`config.mk`:
```
export PLATFORM = sky130hd
export DESIGN_NAME = dec_3_to_8_stream
export DESIGN_NICKNAME = d
export VERILOG_FILES = /design/src/rtl/dec_stream_pkg.sv /design/src/rtl/sync_fifo_flop.sv /design/src/rtl/dec_3_to_8_stream.sv
export SDC_FILE = /design/constraint.sdc
export NUM_CORES = 1
export LEC_CHECK = 0
export ABC_AREA = 1
export CAP_MARGIN = 10
export CORE_MARGIN = 1
export CORE_UTILIZATION = 40
export CTS_BUF_LIST = sky130_fd_sc_hd__clkbuf_16
export DETAILED_ROUTE_END_ITERATION = 10
export PLACE_DENSITY = 0.69
export SETUP_SLACK_MARGIN = 0.15
export SLEW_MARGIN = 25
export SYNTH_ARGS = -nofsm -noshare
export SYNTH_HDL_FRONTEND = slang
export SYNTH_SLANG_ARGS = --single-unit
export TNS_END_PERCENT = 20
```
`constraint.sdc`:
```
create_clock -name clk_i -period 3.5 [get_ports clk_i]
set_input_delay 0.7 -clock clk_i [delete_from_list [all_inputs] [get_ports clk_i]]
set_output_delay 0.7 -clock clk_i [all_outputs]
set_load 0.01 [all_outputs]
```
`src/rtl/dec_stream_pkg.sv`:
```
// Shared types and the index-to-one-hot decode used by the streaming decoder.
package dec_stream_pkg;

    localparam int unsigned IDX_W_DEF = 3;

    typedef logic [7:0] onehot8_t;

    // A set none flag wins over idx and yields an all-zero word.
    function automatic onehot8_t onehot_decode(input logic [IDX_W_DEF-1:0] idx, input logic none);
        onehot8_t y;
        y = '0;
        if (!none) begin
            y[idx] = 1'b1;
        end
        return y;
    endfunction

endpackage

```
`src/rtl/sync_fifo_flop.sv`:
```
// Register-based FIFO. A popped slot is cleared, so an empty FIFO reads zero at the head.
module sync_fifo_flop #(
    parameter int unsigned WIDTH = 8,
    parameter int unsigned DEPTH = 2
) (
    input  logic                       clk_i,
    input  logic                       rst_i,
    input  logic                       push_i,
    input  logic                       pop_i,
    input  logic [WIDTH-1:0]           wdata_i,
    output logic [WIDTH-1:0]           rdata_o,
    output logic                       full_o,
    output logic                       empty_o,
    output logic [$clog2(DEPTH+1)-1:0] count_o
);

    localparam int unsigned PTR_W = (DEPTH > 1) ? $clog2(DEPTH) : 1;
    localparam int unsigned CNT_W = $clog2(DEPTH + 1);

    logic [WIDTH-1:0] mem_q [DEPTH];
    logic [WIDTH-1:0] mem_d [DEPTH];
    logic [PTR_W-1:0] wr_ptr_q, wr_ptr_d;
    logic [PTR_W-1:0] rd_ptr_q, rd_ptr_d;
    logic [CNT_W-1:0] count_q, count_d;
    logic             do_push;
    logic             do_pop;

    // DEPTH need not be a power of two, so wrap explicitly.
    function automatic logic [PTR_W-1:0] ptr_inc(input logic [PTR_W-1:0] p);
        return (p == PTR_W'(DEPTH - 1)) ? '0 : p + PTR_W'(1);
    endfunction

    always_comb begin
        mem_d    = mem_q;
        wr_ptr_d = wr_ptr_q;
        rd_ptr_d = rd_ptr_q;
        do_push  = push_i && (count_q != CNT_W'(DEPTH));
        do_pop   = pop_i && (count_q != '0);
        // Read and write slots differ whenever both fire, so clear-then-write is safe.
        if (do_pop) begin
            mem_d[rd_ptr_q] = '0;
            rd_ptr_d        = ptr_inc(rd_ptr_q);
        end
        if (do_push) begin
            mem_d[wr_ptr_q] = wdata_i;
            wr_ptr_d        = ptr_inc(wr_ptr_q);
        end
        count_d = count_q + CNT_W'(do_push) - CNT_W'(do_pop);
    end

    always_ff @(posedge clk_i) begin
        if (rst_i) begin
            for (int i = 0; i < int'(DEPTH); i++) begin
                mem_q[i] <= '0;
            end
            wr_ptr_q <= '0;
            rd_ptr_q <= '0;
            count_q  <= '0;
        end else begin
            mem_q    <= mem_d;
            wr_ptr_q <= wr_ptr_d;
            rd_ptr_q <= rd_ptr_d;
            count_q  <= count_d;
        end
    end

    assign rdata_o = mem_q[rd_ptr_q];
    assign full_o  = (count_q == CNT_W'(DEPTH));
    assign empty_o = (count_q == '0);
    assign count_o = count_q;

endmodule

```
`src/rtl/dec_3_to_8_stream.sv`:
```
// Elastic index-to-one-hot decoder: decodes on push, buffers decoded words, valid/ready on both sides.
module dec_3_to_8_stream
    import dec_stream_pkg::*;
#(
    parameter int unsigned IDX_W = IDX_W_DEF,
    parameter int unsigned DEPTH = 2
) (
    input  logic                       clk_i,
    input  logic                       rst_i,
    input  logic                       valid_i,
    output logic                       ready_o,
    input  logic [IDX_W-1:0]           idx_i,
    input  logic                       none_i,
    output logic                       valid_o,
    input  logic                       ready_i,
    output logic [(2**IDX_W)-1:0]      y_o,
    output logic [$clog2(DEPTH+1)-1:0] count_o
);

    localparam int unsigned OUT_W = 2 ** IDX_W;

    logic [OUT_W-1:0] dec_word_c;
    logic             push_c;
    logic             pop_c;
    logic             full;
    logic             empty;

    if (IDX_W == IDX_W_DEF) begin : g_pkg_dec
        assign dec_word_c = OUT_W'(onehot_decode(idx_i, none_i));
    end else begin : g_gen_dec
        assign dec_word_c = none_i ? '0 : (OUT_W'(1) << idx_i);
    end

    // Handshake flags come only from registered occupancy; no path from ready_i to ready_o.
    assign ready_o = !full;
    assign valid_o = !empty;
    assign push_c  = valid_i && ready_o;
    assign pop_c   = valid_o && ready_i;

    sync_fifo_flop #(
        .WIDTH (OUT_W),
        .DEPTH (DEPTH)
    ) u_fifo (
        .clk_i   (clk_i),
        .rst_i   (rst_i),
        .push_i  (push_c),
        .pop_i   (pop_c),
        .wdata_i (dec_word_c),
        .rdata_o (y_o),
        .full_o  (full),
        .empty_o (empty),
        .count_o (count_o)
    );

    a_onehot: assert property (@(posedge clk_i) disable iff (rst_i) $onehot0(y_o));
    a_count_bound: assert property (@(posedge clk_i) disable iff (rst_i) count_o <= ($clog2(DEPTH+1))'(DEPTH));
    a_out_stable: assert property (@(posedge clk_i) disable iff (rst_i) (valid_o && !ready_i) |=> $stable(y_o));
    a_in_stable: assert property (@(posedge clk_i) disable iff (rst_i) (valid_i && !ready_o) |=> $stable({idx_i, none_i}));

endmodule

```
Word-level counts from Yosys, hierarchy flattened. Cells that the tools add are included.

Bits of input ports: 8. Register bits: 20. Word-level logic and storage cells: 47. Output and inout bits: 12.

Multiplexer cells: 15. Eq/ne operators: 2. Bitwise operators: 4. $lt $le $gt $ge: 6. Add/sub/neg operators: 4. Reduce and logical (&&, ||, !) cells: 11.

Operators by type and width (number): 8-bit 2-to-1 mux (6); 16-bit 2-to-1 mux (2); 16-bit bitwise AND (1); 16-bit bitwise mux (1); 8-bit demux with 1-bit select (2); 16-bit inverter (1); 1-bit logical AND (7); 2-bit >= comparator (second input constant) (2); 2-bit by 1-bit < comparator with 1-bit output (second input constant) (2); 3-bit by 4-bit < comparator with 1-bit output (second input constant) (1); 1-bit inverter with 2-bit output (2); 1-bit demux with 3-bit select (1); 3-bit by 1-bit >= comparator with 1-bit output (second input constant) (1); 1-bit 2-to-1 mux (3); 1-bit adder (second input constant) (2); 2-bit by 1-bit adder with 2-bit output (1); 2-bit equality test (second input constant) (1); 1-bit logical NOT (2); 2-bit logical NOT (1); 2-bit inequality test (second input constant) (1); 2-bit nonzero test (1); 2-bit by 1-bit subtractor with 2-bit output (1).

Logic depth before layout (Yosys ltp). Gate-level depths: netlist (run 1).

Depth after elaboration: 10. Mapped depth: 7. Mapped depth without buffers: 7.

Cells and area by module. From an unflattened synthesis (run 1), not the netlist that was laid out.

Cell total of the unflattened synthesis: 178. Area total of the unflattened synthesis: 1212.4 um^2.

By module, submodules not included: sync_fifo_flop (area an instance 1117.3 um^2, cells an instance 154, sequential area each 400.4 um^2, times used 1); dec_3_to_8_stream (area an instance 95.1 um^2, cells an instance 24, sequential area each 0.0 um^2, times used 1).

Worst setup path after synthesis (run 1). OpenSTA, ideal clock, no wires.

Kind: flip-flop to output port. Start point: reg u_fifo.rd_ptr_q. End point: out y_o[0]. Path slack: 2.114 ns. Data arrival time: 0.686 ns. Stages on the path, launching flop included: 4. Data required time: 2.800 ns. Cells stage by stage: dfxtp_1 > clkinv_1 > nand2_1 > nand2_1.

Longest elaborated chain between the ends: 4.

Ends and longest elaborated chain: start, declared (line sync_fifo_flop.sv:23) `logic [PTR_W-1:0] rd_ptr_q, rd_ptr_d;`; start signal, assigned (line sync_fifo_flop.sv:62) `rd_ptr_q <= rd_ptr_d;`; 1-bit inverter with 2-bit output (not written as such) (line sync_fifo_flop.sv:67) `assign rdata_o = mem_q[rd_ptr_q];`; 8-bit 2-to-1 mux (not written as such) (3 in a row) (line sync_fifo_flop.sv:67); end, declared (line dec_3_to_8_stream.sv:16) `output logic [(2**IDX_W)-1:0] y_o,`.

No other way between the ends. The select of a mux whose other input is x is not followed.

Worst setup path in the final report (run 1).
Start point: reg u_fifo.rd_ptr_q. End point: out y_o[1].

Same word-level chain as after synthesis.

==> results of run 1 <==
cell type report:
| type | count | area [um^2] | area share |
|---|---|---|---|
| clock buffers | 3 | 75.07 | 0.05742 |
| multi-input cells | 110 | 548.0 | 0.4191 |
| inverters | 14 | 55.05 | 0.04211 |
| repair buffers | 19 | 190.2 | 0.1455 |
| well taps | 28 | 35.03 | 0.02679 |
| clock inverters | 1 | 3.754 | 0.002871 |
| flip-flops and latches | 20 | 400.4 | 0.3062 |
stage by stage:
stage               cell area [um^2]  hold WS, ns
floorplan                       1013       0.4588
global placement                1229       0.4750
detailed placement              1229       0.4777
CTS                             1308       0.4909
global route                    1308       0.5142
finish                          1308       0.4862
worst register-to-register path, stage by stage, from the launching register on:
cell,delay (ns)
dfxtp_1,0.58
clkinv_1,0.40
nand3_4,0.25
a21oi_1,0.09
nor2_1,0.08
cell usage after synthesis (2+ instances only):
| cell | n |
|---|---|
| a21oi_1 | 17 |
| buf_2 | 2 |
| dfxtp_1 | 20 |
| inv_1 | 8 |
| inv_2 | 4 |
| nand2_1 | 35 |
| nand2_4 | 2 |
| nand3_1 | 2 |
| nand3_4 | 4 |
| nor2_1 | 29 |
| o21ai_0 | 18 |
state kept, by name, indices dropped and copies added (netlist names):
signal and cells:
u_fifo.count_o 2, u_fifo.rd_ptr_q 1, u_fifo.mem_q 16, u_fifo.wr_ptr_q 1
power by group:
part           switching [mW]  leakage (nW)  internal, mW
logic                  0.0656         0.352        0.0544
clock network          0.0835        0.0385         0.152
registers              0.0139         0.164         0.245
total                   0.163         0.555         0.452
per-layer routing:
metal / GRT usage / part of all wire / vias up
met1: 0.2102 / 0.44 / 456
li1: - / - / 515
met4: 0.08333 / 0.012 / 0
met3: 0.05217 / 0.048 / 4
met2: 0.3354 / 0.50 / 23
met5: 0 / 0 / -
cell families after synthesis:
family | after synthesis
adder cells (fa/ha/maj) | 1
AND/OR/NAND/NOR | 73
buffers and inverters | 16
AO/OA/AOI/OAI | 36
flip-flops | 20
path summary, 6_finish.rpt:
check	slack (ns)	startpoint	to
worst max-delay path	0.88	u_fifo.rd_ptr_q	y_o[1]
worst min-delay path	0.49	u_fifo.mem_q[6]	u_fifo.mem_q[6]
worst max register to register	2.04	u_fifo.rd_ptr_q	u_fifo.mem_q[9]
worst min register to register	0.49	u_fifo.mem_q[6]	u_fifo.mem_q[6]
==> out/results.txt, run 1 <==
Status - complete, no violations
Maximum vdd drop - 0.0003462 V
Total CTS buffers - 3
Fraction of layout cells with a size suffix above 1 - 0.08982
Worst Path Buf+Inv - 2
Post-synthesis mux area share - 0
Post-Synth Adder-Cell Area - 0.01235
Hold_buf cts - 0
XOR/XNOR Fraction of Synth Area - 0
Ant. Diodes - 0
Most frequent cells in the layout - nand2_1 (35), nor2_1 (29), dfxtp_1 (20)
Cells along the critical path - clkinv_1 > nand2_1 > nand2_1 > clkdlybuf4s50_1
Die Ht - 52.34 um
Antenna-violating nets left - 0
Top post-synthesis cells by area - dfxtp_1 (40%), nand2_1 (13%), nor2_1 (11%)
Initial antenna violation count - 0
Pre-CTS setup slack - 1.166 ns
Leading cell type in the layout, fill and taps excluded - nand2_1
Area growth syn-to-layout - 29.01%
Mean area per synthesized cell - 6.942 um^2
Drt drc - 0
Drt pass-1 iters - 4
RePlAce Congestion - 0.8382
Post-CTS Setup Inserts - 0
Min Clock Period, post-route - 2.621 ns
Max-Cap Viols - 0
Max Root-Sink Buffers - 2
GRT Util Overall - 0.1903
Critical path depth - 4
Max Freq - 0.3815 GHz
Count of pins over their slew limit - 0
Core area - 2297 um^2
Final core occ - 0.5692
Post-synth net total - 155
Synth Area in Compound Gates - 0.1840
I/O pins - 20
CP Capture Type - primary output
Largest family of logic cells by synthesized area - simple AND/OR/NAND/NOR gates
Post-synthesis sequential area ratio - 0.3951
Syn. warnings - 0
Routed via count - 998
Post-synth EDFFs - 0
Final period util - 0.7490
DP HPWL - 1.696 mm
Number of global-route vias before repair - 884
Fin. Hold Viols - 0
WP data arrival - 1.92 ns
Top-area cell type share of the netlist area - 0.3951
Final global-route overflow total - 0
Number of clock sinks - 20
# H-tree levels - 1
RSZ-0062 raised after global routing - no
IO buf count - 19
Synth Area in Simple Gates - 0.3444
Top FF cell, synth - dfxtp_1
First-pass GRT wire length - 3.726 mm
Layout Nets - 177
Synth cell types - 16
Starting DRT DRC Count - 24
Drt via density - 5.118
Seq cells post-synth - 20
Path type of the worst setup path - reg -> out
Crit start category - register
Leak - 0.5551 nW
Tot Pwr - 0.6151 mW
Cell Count, Final, Fillers Out - 195
Setup Viol. Count Final - 0
Slowest CP cell - dfxtp_1
CP Data Required Time - 2.80 ns
Setup TNS - 0 ns
Die ar. - 2739 um^2
Asr flop ratio synth - 0
Worst Max-Slew Pin Slew - 0.4496 ns
Setup ws final - 0.8787 ns
Clock Latency Late Sink - 0.25 ns
Routed WL - 2.266 mm
Filler instances - 231
Min-Delay Path Class - reg -> reg
Clock-pin slew on the worst setup and hold paths - 0.05 ns
Root buffer cell - clkbuf_16
CTS resizes - 0
Post-Synthesis Cells - 146
Largest net degree at the start of global routing - 20
CP peak stage delay - 0.58 ns
Fin Clk Skew - 0.002853 ns
Most common cell on crit path - nand2_1
Die Width - 52.34 um
Crit path max-delay family - buffers and inverters
Placed cells - 191
Area leader, netlist - dfxtp_1
Relative slew margins - 0.6999
Drt wl/cell - 11.62 um
Reg2Reg Depth - 4
Pwr per Cell Area - 470.4 nW/um^2
Hold path depth - 2
CP max FO - 11
CTS tree - yes
Post-Syn Area - 1013 um^2
Starting density of the core - 0.4412
Number of core rows - 17
No activity file was read; power rests on OpenSTA's default activity.
==> run 2, diff against run 1 <==
clock period = 2.5 ns   (was 3.5 ns; I/O delays follow)
==> run 2 against run 1 <==
Net effect: combinational power increased by 47%; highest routed layer unchanged; first-iteration DRC count up 54%; worst hold slack better by 0.0031 ns; critical path depth unchanged; clock-buffer cell count did not move; global-route usage increased by 0.38 points; non-clock buffer count increased by 1; critical endpoint is now y_o[0]; flip-flop and latch count did not move.
==> out/results.txt, run 2 (synthesized netlist as in run 1, its figures left out) <==
Status - complete, no violations
IO buf count - 19
Pwr per Cell Area - 654.8 nW/um^2
Clock Latency Late Sink - 0.25 ns
First-pass GRT wire length - 3.843 mm
Ant. Diodes - 0
Max-Cap Viols - 0
Tot Pwr - 0.8611 mW
Setup TNS - 0 ns
Count of pins over their slew limit - 0
CP max FO - 9
Min-Delay Path Class - reg -> reg
Leading cell type in the layout, fill and taps excluded - nand2_1
Largest Register - u_fifo.mem_q
Path type of the worst setup path - reg -> out
WP data arrival - 1.54 ns
Max Freq - 0.4901 GHz
Final period util - 0.8162
CTS tree - yes
Number of core rows - 17
Layout Nets - 178
Clock-pin slew on the worst setup and hold paths - 0.05 ns
Final global-route overflow total - 0
Area growth syn-to-layout - 29.75%
Die Ht - 52.34 um
Fin Clk Skew - 0.002000 ns
Post-CTS Setup Inserts - 0
Leak - 0.5604 nW
Fin. Hold Viols - 0
Most frequent cells in the layout - nand2_1 (35), nor2_1 (29), dfxtp_1 (20)
Biggest regs - u_fifo.mem_q (16), u_fifo.count_o (2)
Setup Viol. Count Final - 0
Drt pass-1 iters - 4
Number of global-route vias before repair - 941
Total CTS buffers - 3
Max FFs per register - 16
I/O pins - 20
Worst Max-Slew Pin Slew - 0.4537 ns
# H-tree levels - 1
RSZ-0062 raised after global routing - no
Filler instances - 230
Drt via density - 4.959
FF/Latch Area - 400.4 um^2
Die ar. - 2739 um^2
Relative slew margins - 0.6972
Antenna-violating nets left - 0
CP Capture Type - primary output
Maximum vdd drop - 0.0004107 V
GRT Util Overall - 0.1941
Die Width - 52.34 um
CTS resizes - 0
Multi-input combinational cell area - 548.0 um^2
Max Root-Sink Buffers - 2
DP HPWL - 1.677 mm
Fraction of layout cells with a size suffix above 1 - 0.09524
Routed WL - 2.286 mm
Drt drc - 0
Starting density of the core - 0.4412
Drt wl/cell - 11.66 um
RePlAce Congestion - 0.8503
Core area - 2297 um^2
Crit start category - register
Min Clock Period, post-route - 2.041 ns
Root buffer cell - clkbuf_16
CP Data Required Time - 2.00 ns
Starting DRT DRC Count - 37
Largest net degree at the start of global routing - 20
Initial antenna violation count - 0
Routed via count - 972
Hold_buf cts - 0
Number of clock sinks - 20
[run 2: changes by cell type in the layout (fill, tap and decap cells not counted), sizes merged]
cell / change
buf: +1
[run 2: worst paths after layout]
kind | from | cells past startpoint | slack, ns | endpoint
min reg2reg | u_fifo.mem_q[3] | 2 | 0.49 | u_fifo.mem_q[3]
max | u_fifo.rd_ptr_q | 4 | 0.46 | y_o[0]
max reg2reg | u_fifo.count_o[1] | 6 | 1.14 | u_fifo.count_o[1]
min | u_fifo.mem_q[3] | 2 | 0.49 | u_fifo.mem_q[3]
[run 2: stage by stage]
stage / cells / hold WS, ns / setup slack (ns) / utilization / area (um^2)
global placement: 192 / 0.4704 / 0.6359 / 0.5381 / 1236
detailed placement: 192 / 0.4784 / 0.5260 / 0.5381 / 1236
global route: 196 / 0.5134 / 0.3695 / 0.5724 / 1315
finish: 196 / 0.4893 / 0.4595 / 0.5724 / 1315
floorplan: 146 / 0.4588 / 1.255 / - / 1013
CTS: 196 / 0.4935 / 0.4453 / 0.5724 / 1315
[run 2: report_power, final]
| part | leakage, nW | internal (mW) | switching [mW] |
|---|---|---|---|
| registers | 0.164 | 0.344 | 0.0147 |
| clock network | 0.0385 | 0.213 | 0.114 |
| logic | 0.358 | 0.0780 | 0.0983 |
| total | 0.560 | 0.634 | 0.227 |
[run 2: area by class of cell]
| class | count | area share |
|---|---|---|
| Multi-Input combinational cell | 110 | 0.4167 |
| Sequential cell | 20 | 0.3045 |
| Timing Repair Buffer | 20 | 0.1503 |
| Clock buffer | 3 | 0.05709 |
| Inverter | 14 | 0.04186 |
| Tap cell | 28 | 0.02664 |
| Clock inverter | 1 | 0.002854 |
[run 2: worst max-delay path, cell delays in order (launching register included)]
cell and delay [ns]:
dfxtp_1 0.33, clkinv_1 0.28, nand2_1 0.15, nand2_1 0.07, clkdlybuf4s50_1 0.47
[run 2: per-layer routing]
layer | vias to the layer above | GRT usage | routed length [um]
met4 | 0 | 0.08772 | 28
li1 | 512 | - | -
met3 | 4 | 0.03478 | 70
met1 | 434 | 0.2333 | 1051
met2 | 22 | 0.3312 | 1136
met5 | - | 0 | 0
==> run 3, diff against run 2 <==
PLACE_DENSITY = 0.72   (was 0.69)
clock period = 1.87 ns   (was 2.5 ns; I/O delays follow)
==> run 3 against run 2 <==
Net effect: first-iteration DRC count is 41% lower; non-clock buffer count is 3 higher; worst setup slack worse by 0.39 ns; via count is 0.31% lower; core utilization is 1.3 points higher; critical path type unchanged; largest cell class unchanged; highest routed layer unchanged.
==> out/results.txt, run 3 (synthesized netlist as in run 1, its figures left out) <==
Status - complete, no violations
Leak - 0.5970 nW
Pint - 0.8523 mW
Number of global-route vias before repair - 892
Number of core rows - 17
GRT Util Overall - 0.1897
Clock network fraction of total power - 0.379
Max FFs per register - 16
Filler instances - 234
Part of the power in registers - 0.416
Count of pins over their slew limit - 0
Combinational power share - 0.206
Min Clock Period, post-route - 1.804 ns
Routed via count - 969
Max Freq - 0.5544 GHz
Most frequent cells in the layout - nand2_1 (35), nor2_1 (29), dfxtp_1 (20)
FF/Latch Area - 400.4 um^2
Layout Nets - 181
Fraction of layout cells with a size suffix above 1 - 0.1170
Area growth syn-to-layout - 32.59%
Psw - 0.3031 mW
Starting DRT DRC Count - 22
CP peak stage delay - 0.54 ns
Cells along the critical path - inv_2 > nand2_4 > clkdlybuf4s50_1
Die ar. - 2739 um^2
Drt wl/cell - 11.07 um
Core area - 2297 um^2
Final period util - 0.9646
Final global-route overflow total - 0
Cell Count, Final, Fillers Out - 199
Root buffer cell - clkbuf_16
Worst Path Buf+Inv - 2
Drt via density - 4.869
Drt drc - 0
Crit start category - register
Maximum vdd drop - 0.0004290 V
Ant. Diodes - 0
Reg2Reg Depth - 6
Starting density of the core - 0.4412
Setup TNS - 0 ns
Tot Pwr - 1.155 mW
Setup slack, reg-to-reg - 0.60 ns
Fin. Hold Viols - 0
Critical path depth - 3
Antenna-violating nets left - 0
# H-tree levels - 1
CP Data Required Time - 1.50 ns
IO buf count - 19
Routed WL - 2.202 mm
Number of clock sinks - 20
Setup Viol. Count Final - 0
WP data arrival - 1.43 ns
DP HPWL - 1.608 mm
Final core occ - 0.5850
Switching portion of total power - 0.2624
RePlAce Congestion - 0.8395
Largest net degree at the start of global routing - 20
RSZ-0062 raised after global routing - yes
Clock-pin slew on the worst setup and hold paths - 0.06 ns
Pwr per Cell Area - 859.8 nW/um^2
Clock Latency Late Sink - 0.25 ns
Max-Cap Viols - 0
Relative slew margins - 0.7164
I/O pins - 20
Placed cells - 194
CTS tree - yes
Path type of the worst setup path - reg -> out
Die Ht - 52.34 um
Drt pass-1 iters - 4
Total CTS buffers - 3
Largest Register - u_fifo.mem_q
Min-Delay Path Class - reg -> reg
Crit path max-delay family - buffers and inverters
Biggest regs - u_fifo.mem_q (16), u_fifo.count_o (2)
Critical Path Start - u_fifo.count_o[1]
CP Capture Type - primary output
Multi-input combinational cell area - 548.0 um^2
Initial antenna violation count - 0
Worst Max-Slew Pin Slew - 0.4250 ns
Max Root-Sink Buffers - 2
R2R Path End - u_fifo.count_o[1]
First-pass GRT wire length - 3.815 mm
Slowest CP cell - clkdlybuf4s50_1
End of the critical path - valid_o
Origin of the critical flop-to-flop path - u_fifo.count_o[1]
CP max FO - 5
Leading cell type in the layout, fill and taps excluded - nand2_1
Die Width - 52.34 um
Worst hold start - u_fifo.mem_q[12]
Fin Clk Skew - 0.002478 ns
## run 3: worst min path at each step
stage,cells past startpoint,slack [ns],to
4_1_cts,2,0.49,u_fifo.mem_q[12]
6_report,2,0.49,u_fifo.mem_q[12]
5_1_grt,2,0.51,u_fifo.mem_q[9]
3_5_place_dp,2,0.48,u_fifo.mem_q[12]
3_3_place_gp,2,0.47,u_fifo.mem_q[7]
2_1_floorplan,1,0.45,u_fifo.count_o[0]
## run 3: per-stage QoR
| step | worst slack, ns | area [um^2] | hold slack (ns) |
|---|---|---|---|
| 2_1_floorplan | 0.6251 | 1013 | 0.4452 |
| 3_3_place_gp | 0.2651 | 1251 | 0.4729 |
| 3_5_place_dp | 0.2380 | 1251 | 0.4793 |
| 4_1_cts | 0.05848 | 1334 | 0.4924 |
| 5_1_grt | 0.01575 | 1344 | 0.5122 |
| 6_report | 0.06613 | 1344 | 0.4892 |
## run 3: cell type report
cell class | instances | area share
inverters | 14 | 0.04190
repair buffers | 23 | 0.1676
clock inverters | 1 | 0.002793
flip-flops and latches | 20 | 0.2980
well taps | 28 | 0.02607
multi-input cells | 110 | 0.4078
clock buffers | 3 | 0.05587
## run 3: timing repair
action,in CTS,in global routing
resized for setup,3,1
cloned,0,0
endpoints found under the setup margin,10,9
hold buffers,0,0
setup buffers,0,1
## run 3: worst min-delay path, cell delays in order, from the launching register on
cell and delay (ns):
dfxtp_1 0.32, a21oi_1 0.06, nor2_1 0.07
## run 3: per-layer routing
layer / wire, um / track usage
met1: 1048 / 0.2208
met2: 1044 / 0.3228
met3: 93 / 0.04348
met4: 16 / 0.09211
met5: 0 / 0
## run 3: power by group through the flow
stage	logic [mW]	registers [mW]	clock network (mW)
after floorplan	0.140	0.486	0
after global routing	0.267	0.485	0.459
after CTS	0.235	0.481	0.443
after detailed placement	0.234	0.490	0
after global placement	0.230	0.487	0
final	0.238	0.480	0.437
